==> src/rtl/b02_linea_tx_pkg.sv <==
// ---------------------------------------------------------------------------
// b02_pkg
// Shared definitions for the b02 LINEA transmitter slice: the transmit FSM
// state type, the digit width, the largest legal BCD value and the two line
// levels used when the line is resting or carrying a start bit.
// ---------------------------------------------------------------------------
package b02_pkg;

   // Transmit FSM states: resting line, start bit, four data bits, idle gap
   typedef enum logic [1:0] {
      IDLE  = 2'd0,
      START = 2'd1,
      DATA  = 2'd2,
      GAP   = 2'd3
   } state_t;

   localparam int                 DIGIT_W = 4;
   localparam logic [DIGIT_W-1:0] BCD_MAX = 4'd9;

   localparam logic LINE_IDLE  = 1'b0;
   localparam logic LINE_START = 1'b1;

endpackage

==> src/rtl/b02_linea_tx_fifo.sv <==
// ---------------------------------------------------------------------------
// b02_digit_fifo
// Synchronous FIFO of DEPTH digits, DIGIT_W bits each. DEPTH must be a power
// of two so the read/write pointers wrap on their own.
// Ports:
//   clock    - rising-edge clock
//   RESET_G  - asynchronous active-high reset, empties the FIFO
//   i_push   - write i_data at this edge (ignored when full)
//   i_pop    - drop the head entry at this edge (ignored when empty)
//   i_data   - digit to write
//   o_head   - current head entry (valid when not empty)
//   o_count  - number of digits stored
//   o_full   - count equals DEPTH
//   o_empty  - count is zero
// ---------------------------------------------------------------------------
module b02_digit_fifo
   import b02_pkg::*;
#(
   parameter int DEPTH = 4
) (
   input  logic                       clock,
   input  logic                       RESET_G,
   input  logic                       i_push,
   input  logic                       i_pop,
   input  logic [DIGIT_W-1:0]         i_data,
   output logic [DIGIT_W-1:0]         o_head,
   output logic [$clog2(DEPTH+1)-1:0] o_count,
   output logic                       o_full,
   output logic                       o_empty
);

   localparam int PTR_W = (DEPTH > 1) ? $clog2(DEPTH) : 1;
   localparam int CNT_W = $clog2(DEPTH + 1);

   logic [DIGIT_W-1:0] r_mem [DEPTH];
   logic [PTR_W-1:0]   r_wrPtr;
   logic [PTR_W-1:0]   r_rdPtr;
   logic [CNT_W-1:0]   r_count;
   logic               w_push;
   logic               w_pop;

   assign o_full  = (r_count == CNT_W'(DEPTH));
   assign o_empty = (r_count == '0);
   assign o_count = r_count;
   assign o_head  = r_mem[r_rdPtr];

   // Guard the raw requests so a push into a full FIFO or a pop from an empty
   // one can never corrupt the pointers, whatever the caller does
   assign w_push = i_push && !o_full;
   assign w_pop  = i_pop  && !o_empty;

   // Storage carries no reset: an entry is only ever read after it was written
   always_ff @(posedge clock) begin
      if (w_push) begin
         r_mem[r_wrPtr] <= i_data;
      end
   end

   // Pointers and occupancy; a simultaneous push and pop leaves the count alone
   always_ff @(posedge clock or posedge RESET_G) begin
      if (RESET_G) begin
         r_wrPtr <= '0;
         r_rdPtr <= '0;
         r_count <= '0;
      end else begin
         if (w_push) begin
            r_wrPtr <= r_wrPtr + PTR_W'(1);
         end
         if (w_pop) begin
            r_rdPtr <= r_rdPtr + PTR_W'(1);
         end
         if (w_push && !w_pop) begin
            r_count <= r_count + CNT_W'(1);
         end else if (w_pop && !w_push) begin
            r_count <= r_count - CNT_W'(1);
         end
      end
   end

endmodule

==> src/rtl/b02_linea_tx.sv <==
// ---------------------------------------------------------------------------
// b02_linea_tx
// Serial BCD line generator for the LINEA input of the b02 recognizer.
// Digits arrive over a valid/ready port, are buffered in a small FIFO, and
// each one goes out as a start bit, four data bits MSB first, then GAP_BITS
// idle bit times. Every bit lasts BIT_CYCLES clocks.
// Ports:
//   clock       - rising-edge clock
//   RESET_G     - asynchronous active-high reset, aborts any frame
//   din_valid   - a digit is offered
//   din         - offered digit, legal range 0..9
//   din_ready   - FIFO not full (combinational)
//   bad_digit   - one-cycle pulse after an out-of-range digit was refused
//   LINEA       - registered serial line
//   busy        - transmitter is framing a digit
//   frame_done  - one-cycle pulse once a frame's data bits are finished
//   fifo_count  - digits waiting in the FIFO
// ---------------------------------------------------------------------------
module b02_linea_tx
   import b02_pkg::*;
#(
   parameter int DEPTH      = 4,
   parameter int BIT_CYCLES = 1,
   parameter int GAP_BITS   = 1
) (
   input  logic                       clock,
   input  logic                       RESET_G,
   input  logic                       din_valid,
   input  logic [DIGIT_W-1:0]         din,
   output logic                       din_ready,
   output logic                       bad_digit,
   output logic                       LINEA,
   output logic                       busy,
   output logic                       frame_done,
   output logic [$clog2(DEPTH+1)-1:0] fifo_count
);

   localparam int CNT_W = $clog2(DEPTH + 1);
   localparam int BIT_W = (BIT_CYCLES > 1) ? $clog2(BIT_CYCLES) : 1;
   localparam int GAP_W = (GAP_BITS > 1) ? $clog2(GAP_BITS) : 1;
   localparam logic [BIT_W-1:0] BIT_LAST = BIT_W'(BIT_CYCLES - 1);
   localparam logic [GAP_W-1:0] GAP_LAST = GAP_W'((GAP_BITS > 0) ? GAP_BITS - 1 : 0);

   state_t             r_state;
   state_t             w_stateNxt;
   logic [BIT_W-1:0]   r_bitCnt;
   logic [BIT_W-1:0]   w_bitNxt;
   logic [1:0]         r_dataIdx;
   logic [1:0]         w_idxNxt;
   logic [GAP_W-1:0]   r_gapCnt;
   logic [GAP_W-1:0]   w_gapNxt;
   logic [DIGIT_W-1:0] r_shift;
   logic [DIGIT_W-1:0] w_shiftNxt;
   logic [DIGIT_W-1:0] w_head;
   logic [CNT_W-1:0]   w_count;
   logic               w_full;
   logic               w_empty;
   logic               w_push;
   logic               w_pop;
   logic               w_bad;
   logic               w_bitEnd;
   logic               w_frameEnd;
   logic               w_lineNxt;
   logic               r_line;
   logic               r_busy;
   logic               r_fdPre;
   logic               r_frameDone;
   logic               r_bad;

   // Only in-range digits are written; a refused digit is flagged instead
   assign din_ready = !w_full;
   assign w_push    = din_valid && din_ready && (din <= BCD_MAX);
   assign w_bad     = din_valid && din_ready && (din >  BCD_MAX);
   assign w_bitEnd  = (r_bitCnt == BIT_LAST);

   b02_digit_fifo #(
      .DEPTH (DEPTH)
   ) u_fifo (
      .clock   (clock),
      .RESET_G (RESET_G),
      .i_push  (w_push),
      .i_pop   (w_pop),
      .i_data  (din),
      .o_head  (w_head),
      .o_count (w_count),
      .o_full  (w_full),
      .o_empty (w_empty)
   );

   // Next-state logic. Leaving a frame (end of gap, or end of data when there
   // is no gap) pops straight into the next start bit so back-to-back frames
   // have no dead cycle between them.
   always_comb begin
      w_stateNxt = r_state;
      w_bitNxt   = r_bitCnt;
      w_idxNxt   = r_dataIdx;
      w_gapNxt   = r_gapCnt;
      w_shiftNxt = r_shift;
      w_pop      = 1'b0;
      w_frameEnd = 1'b0;
      w_lineNxt  = LINE_IDLE;
      unique case (r_state)
         IDLE: begin
            if (!w_empty) begin
               w_pop      = 1'b1;
               w_shiftNxt = w_head;
               w_bitNxt   = '0;
               w_stateNxt = START;
            end
         end
         START: begin
            w_lineNxt = LINE_START;
            if (w_bitEnd) begin
               w_bitNxt   = '0;
               w_idxNxt   = '0;
               w_stateNxt = DATA;
            end else begin
               w_bitNxt = r_bitCnt + BIT_W'(1);
            end
         end
         DATA: begin
            w_lineNxt = r_shift[DIGIT_W-1];
            if (w_bitEnd) begin
               w_bitNxt = '0;
               if (r_dataIdx == 2'd3) begin
                  w_frameEnd = 1'b1;
                  if (GAP_BITS > 0) begin
                     w_gapNxt   = '0;
                     w_stateNxt = GAP;
                  end else if (!w_empty) begin
                     w_pop      = 1'b1;
                     w_shiftNxt = w_head;
                     w_stateNxt = START;
                  end else begin
                     w_stateNxt = IDLE;
                  end
               end else begin
                  w_idxNxt   = r_dataIdx + 2'd1;
                  w_shiftNxt = {r_shift[DIGIT_W-2:0], 1'b0};
               end
            end else begin
               w_bitNxt = r_bitCnt + BIT_W'(1);
            end
         end
         GAP: begin
            if (w_bitEnd) begin
               w_bitNxt = '0;
               if (r_gapCnt == GAP_LAST) begin
                  if (!w_empty) begin
                     w_pop      = 1'b1;
                     w_shiftNxt = w_head;
                     w_stateNxt = START;
                  end else begin
                     w_stateNxt = IDLE;
                  end
               end else begin
                  w_gapNxt = r_gapCnt + GAP_W'(1);
               end
            end else begin
               w_bitNxt = r_bitCnt + BIT_W'(1);
            end
         end
         default: begin
            w_stateNxt = IDLE;
         end
      endcase
   end

   // FSM state, shift register and bit/data/gap counters
   always_ff @(posedge clock or posedge RESET_G) begin
      if (RESET_G) begin
         r_state   <= IDLE;
         r_bitCnt  <= '0;
         r_dataIdx <= '0;
         r_gapCnt  <= '0;
         r_shift   <= '0;
      end else begin
         r_state   <= w_stateNxt;
         r_bitCnt  <= w_bitNxt;
         r_dataIdx <= w_idxNxt;
         r_gapCnt  <= w_gapNxt;
         r_shift   <= w_shiftNxt;
      end
   end

   // Output flops. The line level is decoded from the current state and
   // registered, so LINEA and busy trail the state by one cycle. frame_done is
   // delayed by a second stage so it lands on the first line cycle after d0.
   always_ff @(posedge clock or posedge RESET_G) begin
      if (RESET_G) begin
         r_line      <= LINE_IDLE;
         r_busy      <= 1'b0;
         r_fdPre     <= 1'b0;
         r_frameDone <= 1'b0;
         r_bad       <= 1'b0;
      end else begin
         r_line      <= w_lineNxt;
         r_busy      <= (r_state != IDLE);
         r_fdPre     <= w_frameEnd;
         r_frameDone <= r_fdPre;
         r_bad       <= w_bad;
      end
   end

   assign LINEA      = r_line;
   assign busy       = r_busy;
   assign frame_done = r_frameDone;
   assign bad_digit  = r_bad;
   assign fifo_count = w_count;

endmodule

==> config.mk <==
export PLATFORM = sky130hd
export DESIGN_NAME = b02_linea_tx
export DESIGN_NICKNAME = d
export VERILOG_FILES = /design/src/rtl/b02_linea_tx_pkg.sv /design/src/rtl/b02_linea_tx_fifo.sv /design/src/rtl/b02_linea_tx.sv
export SDC_FILE = /design/constraint.sdc
export NUM_CORES = 1
export LEC_CHECK = 0
export CAP_MARGIN = 30
export CELL_PAD_IN_SITES_DETAIL_PLACEMENT = 1
export CELL_PAD_IN_SITES_GLOBAL_PLACEMENT = 1
export CORE_UTILIZATION = 50
export CTS_CLUSTER_SIZE = 30
export DETAILED_ROUTE_END_ITERATION = 16
export PLACE_DENSITY = 0.83
export SYNTH_ARGS = -nofsm -noshare
export SYNTH_HDL_FRONTEND = slang
export SYNTH_HIERARCHICAL = 1
export SYNTH_SLANG_ARGS = --single-unit
==> constraint.sdc <==
create_clock -name clock -period 6.69 [get_ports clock]
set_clock_uncertainty 0.05 [all_clocks]
set_input_delay 1.338 -clock clock [delete_from_list [all_inputs] [get_ports clock]]
set_output_delay 1.338 -clock clock [all_outputs]
set_load 0.005 [all_outputs]
==> results of run 1 <==
[Yosys cell counts, types with 3 or more instances]
| cell | count |
|---|---|
| mux4_2 | 4 |
| o21ai_0 | 6 |
| nand2b_1 | 3 |
| nor2_1 | 4 |
| dfrtp_1 | 20 |
| mux2_2 | 8 |
| edfxtp_1 | 16 |
| ha_1 | 11 |
| inv_1 | 10 |
| nor2b_1 | 3 |
| and2_2 | 4 |
| xnor2_1 | 4 |
[state kept, by name, indices dropped and copies added (netlist names)]
name,count
u_fifo/o_count,3
busy,1
LINEA,1
r_shift,4
r_fdPre,1
bad_digit,1
u_fifo/r_rdPtr,2
r_dataIdx,2
u_fifo/r_mem,16
u_fifo/r_wrPtr,2
r_state,2
frame_done,1
[how the worst min path moves through the flow]
stage	cells after the start	slack, ns	from	endpoint
5_1_grt	0	0.32	r_fdPre$_DFF_PP0_	frame_done$_DFF_PP0_
4_1_cts	0	0.31	r_fdPre$_DFF_PP0_	frame_done$_DFF_PP0_
3_3_place_gp	0	0.29	r_fdPre$_DFF_PP0_	frame_done$_DFF_PP0_
6_report	0	0.31	r_fdPre$_DFF_PP0_	frame_done$_DFF_PP0_
2_1_floorplan	0	0.28	r_fdPre$_DFF_PP0_	frame_done$_DFF_PP0_
3_5_place_dp	0	0.29	r_fdPre$_DFF_PP0_	frame_done$_DFF_PP0_
[cell families after synthesis]
group	Yosys count
AO/OA/AOI/OAI	9
XOR/XNOR	6
adder cells (fa/ha/maj)	12
AND/OR/NAND/NOR	26
multiplexers	13
flip-flops	36
buffers and inverters	13
[layout make-up]
cell class,instances,area share [%]
clock buffers,5,1.97
repair buffers,14,7.34
inverters,10,1.97
flip-flops and latches,36,51.4
well taps,44,2.89
multi-input cells,66,33.4
clock inverters,3,0.984
[power by group]
part           internal [uW]  switching, uW
Clock                   40.3           75.6
Sequential               302           61.9
Combinational            207            168
Total                    549            306
[cell usage in the layout (no fill, tap or decap), drive strengths merged, types with 2 or more instances in the layout]
cell type      count
o21ai              6
nor2               4
clkinv             3
nor3b              2
xnor2              4
clkdlybuf4s50     14
nor3               3
mux4               4
ha                11
nor2b              4
and2               6
nand2b             3
edfxtp            16
dfrtp             20
inv               10
clkbuf             5
mux2               9
xor2               2
[layer usage]
metal | track usage (%) | wire length (microns)
met4 | 6.98 | 51
met2 | 36.2 | 1560
met5 | 0 | 0
met1 | 24.2 | 1250
met3 | 7.79 | 115
[metrics by stage]
step | area [sq um] | cells | utilization, %
2_1_floorplan | 1680 | 115 | -
3_3_place_gp | 1850 | 170 | 59.2
3_5_place_dp | 1850 | 170 | 59.2
4_1_cts | 1910 | 178 | 61.0
5_1_grt | 1910 | 178 | 61.0
6_report | 1910 | 178 | 61.0
==> impl_metrics.yaml, run 1 <==
clocking:
  root_buffer: "clkbuf_4"
  cts_tree: "built"
  clkSinkCount: 36
  ctsResizeCount: 0
  clkLatencyLatePin_ns: 0.35
  clk_pin_slew_worst_paths_ns: 0.11
  cts_hold_buf: 0
  htreeDepth: 2
  clock_tree.buffer_depth: 2
  cts_made_buffers: 5
  cts_setup_buffers: 0
timing:
  setup-tns-final_ns: 0
  min_period_ns: 3.42
  setup_violations: 0
  clock.fmax_mhz: 292
  hold_violations: 0
  post-route-period-util_pct: 51.2
  max_slew_margin_pct: 59.6
  whs_ns: 0.309
  tightest_slew_ns: 0.601
  layout_setup_ws_ns: 3.27
  rsz0062_at_grt: "false"
  slew_viol_final: 0
global_route:
  grt_max_degree: 14
  grt-ovfl-total: 0
  grtUsageTotal_pct: 21.0
  antenna_found_initial: 0
  grt_pass1_wl_mm: 5.06
  first_global_vias: 1025
detailed_routing:
  drt-total-wl_mm: 2.98
  dr.pass1.iters: 3
  via_count: 895
  ant_nets: 0
  detail_route.wl_per_cell_microns: 16.7
  drt_iter0_markers: 34
  via_per_inst: 5.03
  drcViolationCount: 0
pwr:
  peakVddDrop_mv: 0.225
  power_uw: 855
  p_leak_uw: 0.000776
  power_density_nw_per_um2: 448
place:
  hpwl_mm: 2.30
  place_congestion: 0.705
  port_buffers: 14
  preCtsSetupSlack_ns: 2.92
die:
  die_area_sq_um: 3600
  die-height_microns: 60.0
  fp.dieW_microns: 60.0
  initial_core_util_pct: 53.8
  core_region_area_sq_um: 3130
  io_pins: 15
  num_rows: 20
setup_path:
  cp-startpoint: "din[2]"
  reg2reg_slack_ns: 4.13
  worstSetupPathDepth: 10
  path_class: "in2reg"
  crit_fanout: 7
  cp-start-kind: "input pin"
  r2r_end: "u_fifo/o_count[2]$_DFFE_PP0P_"
  rr_worst_depth: 9
  crit_path_top_delay_cell: "clkdlybuf4s50_1"
  crit_path_end_kind: "flip-flop"
  crit_family: "adder cells"
  worstReg2RegStart: "u_fifo/o_count[0]$_DFFE_PP0P_"
  arrival_ns: 3.66
  required_ns: 6.92
  cp_common_cell: "xor2_1"
  crit_buf_inv: 2
  setup.worst_path.end: "u_fifo/o_count[2]$_DFFE_PP0P_"
  worstPathCellList: "clkdlybuf4s50_1 > o21ai_0 > and3_1 > nor2b_2 > ha_1 > inv_1 > fa_1 > xor2_1 > nor2_1 > xor2_1"
  slowest_delay_ns: 0.49
finish:
  antenna_cells: 0
  seq_area_sq_um: 981
  multi_input_comb_area_sq_um: 638
  fillerInstances: 320
  area_delta_synth_final_pct: 13.3
  nets: 152
  drive_above_1_share_pct: 21.6
synth:
  ys_types: 31
  yosysTopAreaCell: "dfrtp_1"
  yosysWarnings: 6
  synthTopCellsByArea: "dfrtp_1 30%, edfxtp_1 29%, ha_1 8.2%, mux2_2 5.3%, mux4_2 5.3%"
  synthMuxAreaShare_pct: 11.6
  syn_area_sq_um: 1680
  synth-compound-area-share_pct: 3.05
  synth_nets: 134
  synth_seq_cells: 36
  synth-edff-count: 16
  ys_async_sr_fraction_pct: 55.6
  synth.avg_cell_area_sq_um: 14.6
  synthAdderAreaFrac_pct: 9.36
  synth_top_area_share_pct: 29.7
  synth_xor_area_share_pct: 3.12
  synth_top_family_by_area: "multiplexers"
  ys.flop_type: "dfrtp_1"
  syn_inst: 115
  synthSimpleGateAreaFrac_pct: 10.8
  seq_area_frac_synth_pct: 58.2
job:
  cap_violations: 0
run_status:
  outcome: "finished clean"
hold_path:
  holdCritPathClass: "reg2reg"
Note: power is estimated with default switching activity, not from simulation.
==> run 2: changes to the inputs <==
--- a/config.mk
+++ b/config.mk
@@ -8,10 +8,10 @@
 export CAP_MARGIN = 30
 export CELL_PAD_IN_SITES_DETAIL_PLACEMENT = 1
 export CELL_PAD_IN_SITES_GLOBAL_PLACEMENT = 1
-export CORE_UTILIZATION = 50
+export CORE_UTILIZATION = 42
 export CTS_CLUSTER_SIZE = 30
 export DETAILED_ROUTE_END_ITERATION = 16
-export PLACE_DENSITY = 0.83
+export PLACE_DENSITY = 0.75
 export SYNTH_ARGS = -nofsm -noshare
 export SYNTH_HDL_FRONTEND = slang
 export SYNTH_HIERARCHICAL = 1
==> constraint.sdc (replaced) <==
create_clock -name clock -period 2.83 [get_ports clock]
set_clock_uncertainty 0.05 [all_clocks]
set_input_delay 0.566 -clock clock [delete_from_list [all_inputs] [get_ports clock]]
set_output_delay 0.566 -clock clock [all_outputs]
set_load 0.005 [all_outputs]
==> impl_metrics.yaml, run 2 (synthesis results as in run 1) <==
finish:
  drive_above_1_share_pct: 21.2
  largest-register: "u_fifo/r_mem"
  fin_area_sq_um: 1960
  largest_register_ffs: 16
  nets: 155
  final_core_util_pct: 52.3
  final_common_cell: "dfrtp_1"
  area_delta_synth_final_pct: 16.3
  antenna_cells: 0
  fillerInstances: 385
  final_cell_mix: "20 x dfrtp_1, 16 x edfxtp_1, 14 x clkdlybuf4s50_1"
die:
  io_pins: 15
  fp.dieW_microns: 65.3
  die-height_microns: 65.3
  core_region_area_sq_um: 3740
  num_rows: 22
  die_area_sq_um: 4270
  initial_core_util_pct: 45.0
clocking:
  cts_setup_buffers: 0
  cts_hold_buf: 0
  clkLatencyLatePin_ns: 0.28
  htreeDepth: 2
  clk_pin_slew_worst_paths_ns: 0.06
  clkSinkCount: 36
  clock_tree.buffer_depth: 2
  root_buffer: "clkbuf_8"
  cts_tree: "built"
  cts_made_buffers: 5
  ctsResizeCount: 0
place:
  port_buffers: 14
  hpwl_mm: 2.31
  place_congestion: 0.747
  post_dp_cell_area_sq_um: 1880
setup_path:
  crit_path_end_kind: "flip-flop"
  cp-startpoint: "din[2]"
  path_class: "in2reg"
  reg2reg_slack_ns: 0.43
  cp-start-kind: "input pin"
  worstReg2RegStart: "r_state[0]$_DFFE_PP0P_"
  arrival_ns: 2.74
  crit_fanout: 5
  required_ns: 2.98
detailed_routing:
  drcViolationCount: 0
  drt-total-wl_mm: 2.99
  via_count: 922
  ant_nets: 0
  via_per_inst: 4.98
  drt_iter0_markers: 46
  dr.pass1.iters: 4
  detail_route.wl_per_cell_microns: 16.2
timing:
  rsz0062_at_grt: "false"
  max_slew_margin_pct: 61.9
  slew_viol_final: 0
  min_period_ns: 2.58
  post-route-period-util_pct: 91.3
  setup_violations: 0
  clock.fmax_mhz: 387
  hold_violations: 0
  whs_ns: 0.312
  tightest_slew_ns: 0.571
global_route:
  grt_max_degree: 14
  grt_pass1_wl_mm: 5.19
  antenna_found_initial: 0
  grtUsageTotal_pct: 17.1
  grt-ovfl-total: 0
  first_global_vias: 1012
pwr:
  p_leak_uw: 0.000796
  peakVddDrop_mv: 0.528
  power_density_nw_per_um2: 1070
run_status:
  outcome: "finished clean"
hold_path:
  min_from: "r_fdPre$_DFF_PP0_"
  holdCritPathClass: "reg2reg"
job:
  cap_violations: 0
run 2: cell types whose count changed in the layout (fill, tap and decap cells not counted):
cell / delta
clkinv_2: -2
buf_4: +3
clkbuf_4: -5
clkinv_1: +1
clkbuf_8: +5
clkinv_4: -1
clkbuf_1: +2
run 2: cell type report:
type                    instances  area (sq um)  share of cell area (%)
clock inverters                 1          3.75                   0.192
flip-flops and latches         36           981                    50.1
inverters                      10          37.5                    1.92
well taps                      48          60.1                    3.07
multi-input cells              66           638                    32.6
repair buffers                 17           163                    8.30
clock buffers                   7          76.3                    3.90
run 2: power breakdown:
| group | total, uW | switching, uW | internal [uW] | leakage [uW] |
|---|---|---|---|---|
| clock network | 338 | 166 | 171 | 0.0000399 |
| registers | 866 | 150 | 716 | 0.000388 |
| logic | 896 | 396 | 500 | 0.000368 |
| total | 2100 | 712 | 1390 | 0.000796 |
run 2: critical path, stage by stage:
cell	delay [ns]
clkdlybuf4s50_1	0.47
o21ai_0	0.26
and3_1	0.19
nor2b_2	0.17
ha_1	0.20
inv_1	0.06
fa_1	0.39
xor2_1	0.15
nor2_1	0.13
xor2_1	0.15
run 2: worst paths after layout:
path / end / depth (start not counted)
setup reg to reg: u_fifo/o_count[1]$_DFFE_PP0P_ / 8
max in group asynchronous: r_fdPre$_DFF_PP0_ / 2
hold reg to reg: frame_done$_DFF_PP0_ / 0
hold / removal: frame_done$_DFF_PP0_ / 0
min in group asynchronous: u_fifo/r_wrPtr[0]$_DFFE_PP0P_ / 2
setup / recovery: u_fifo/o_count[2]$_DFFE_PP0P_ / 10
run 2: metrics by stage:
stage / setup WS (ns) / total power (uW) / cells / TNS (ns)
global placement: 0.109 / 1710 / 177 / 0
CTS: 0.226 / 2130 / 185 / 0
global route: 0.0482 / 2270 / 185 / 0
detailed placement: -0.0582 / 1780 / 177 / -0.0582
floorplan: 0.559 / 1510 / 115 / 0
finish: 0.246 / 2100 / 185 / 0
run 2: metal layers:
layer  wire length, microns  track usage, %
met2                   1560            28.7
met1                   1290            20.5
met4                     60            8.15
met3                     83            4.17
met5                      0               0
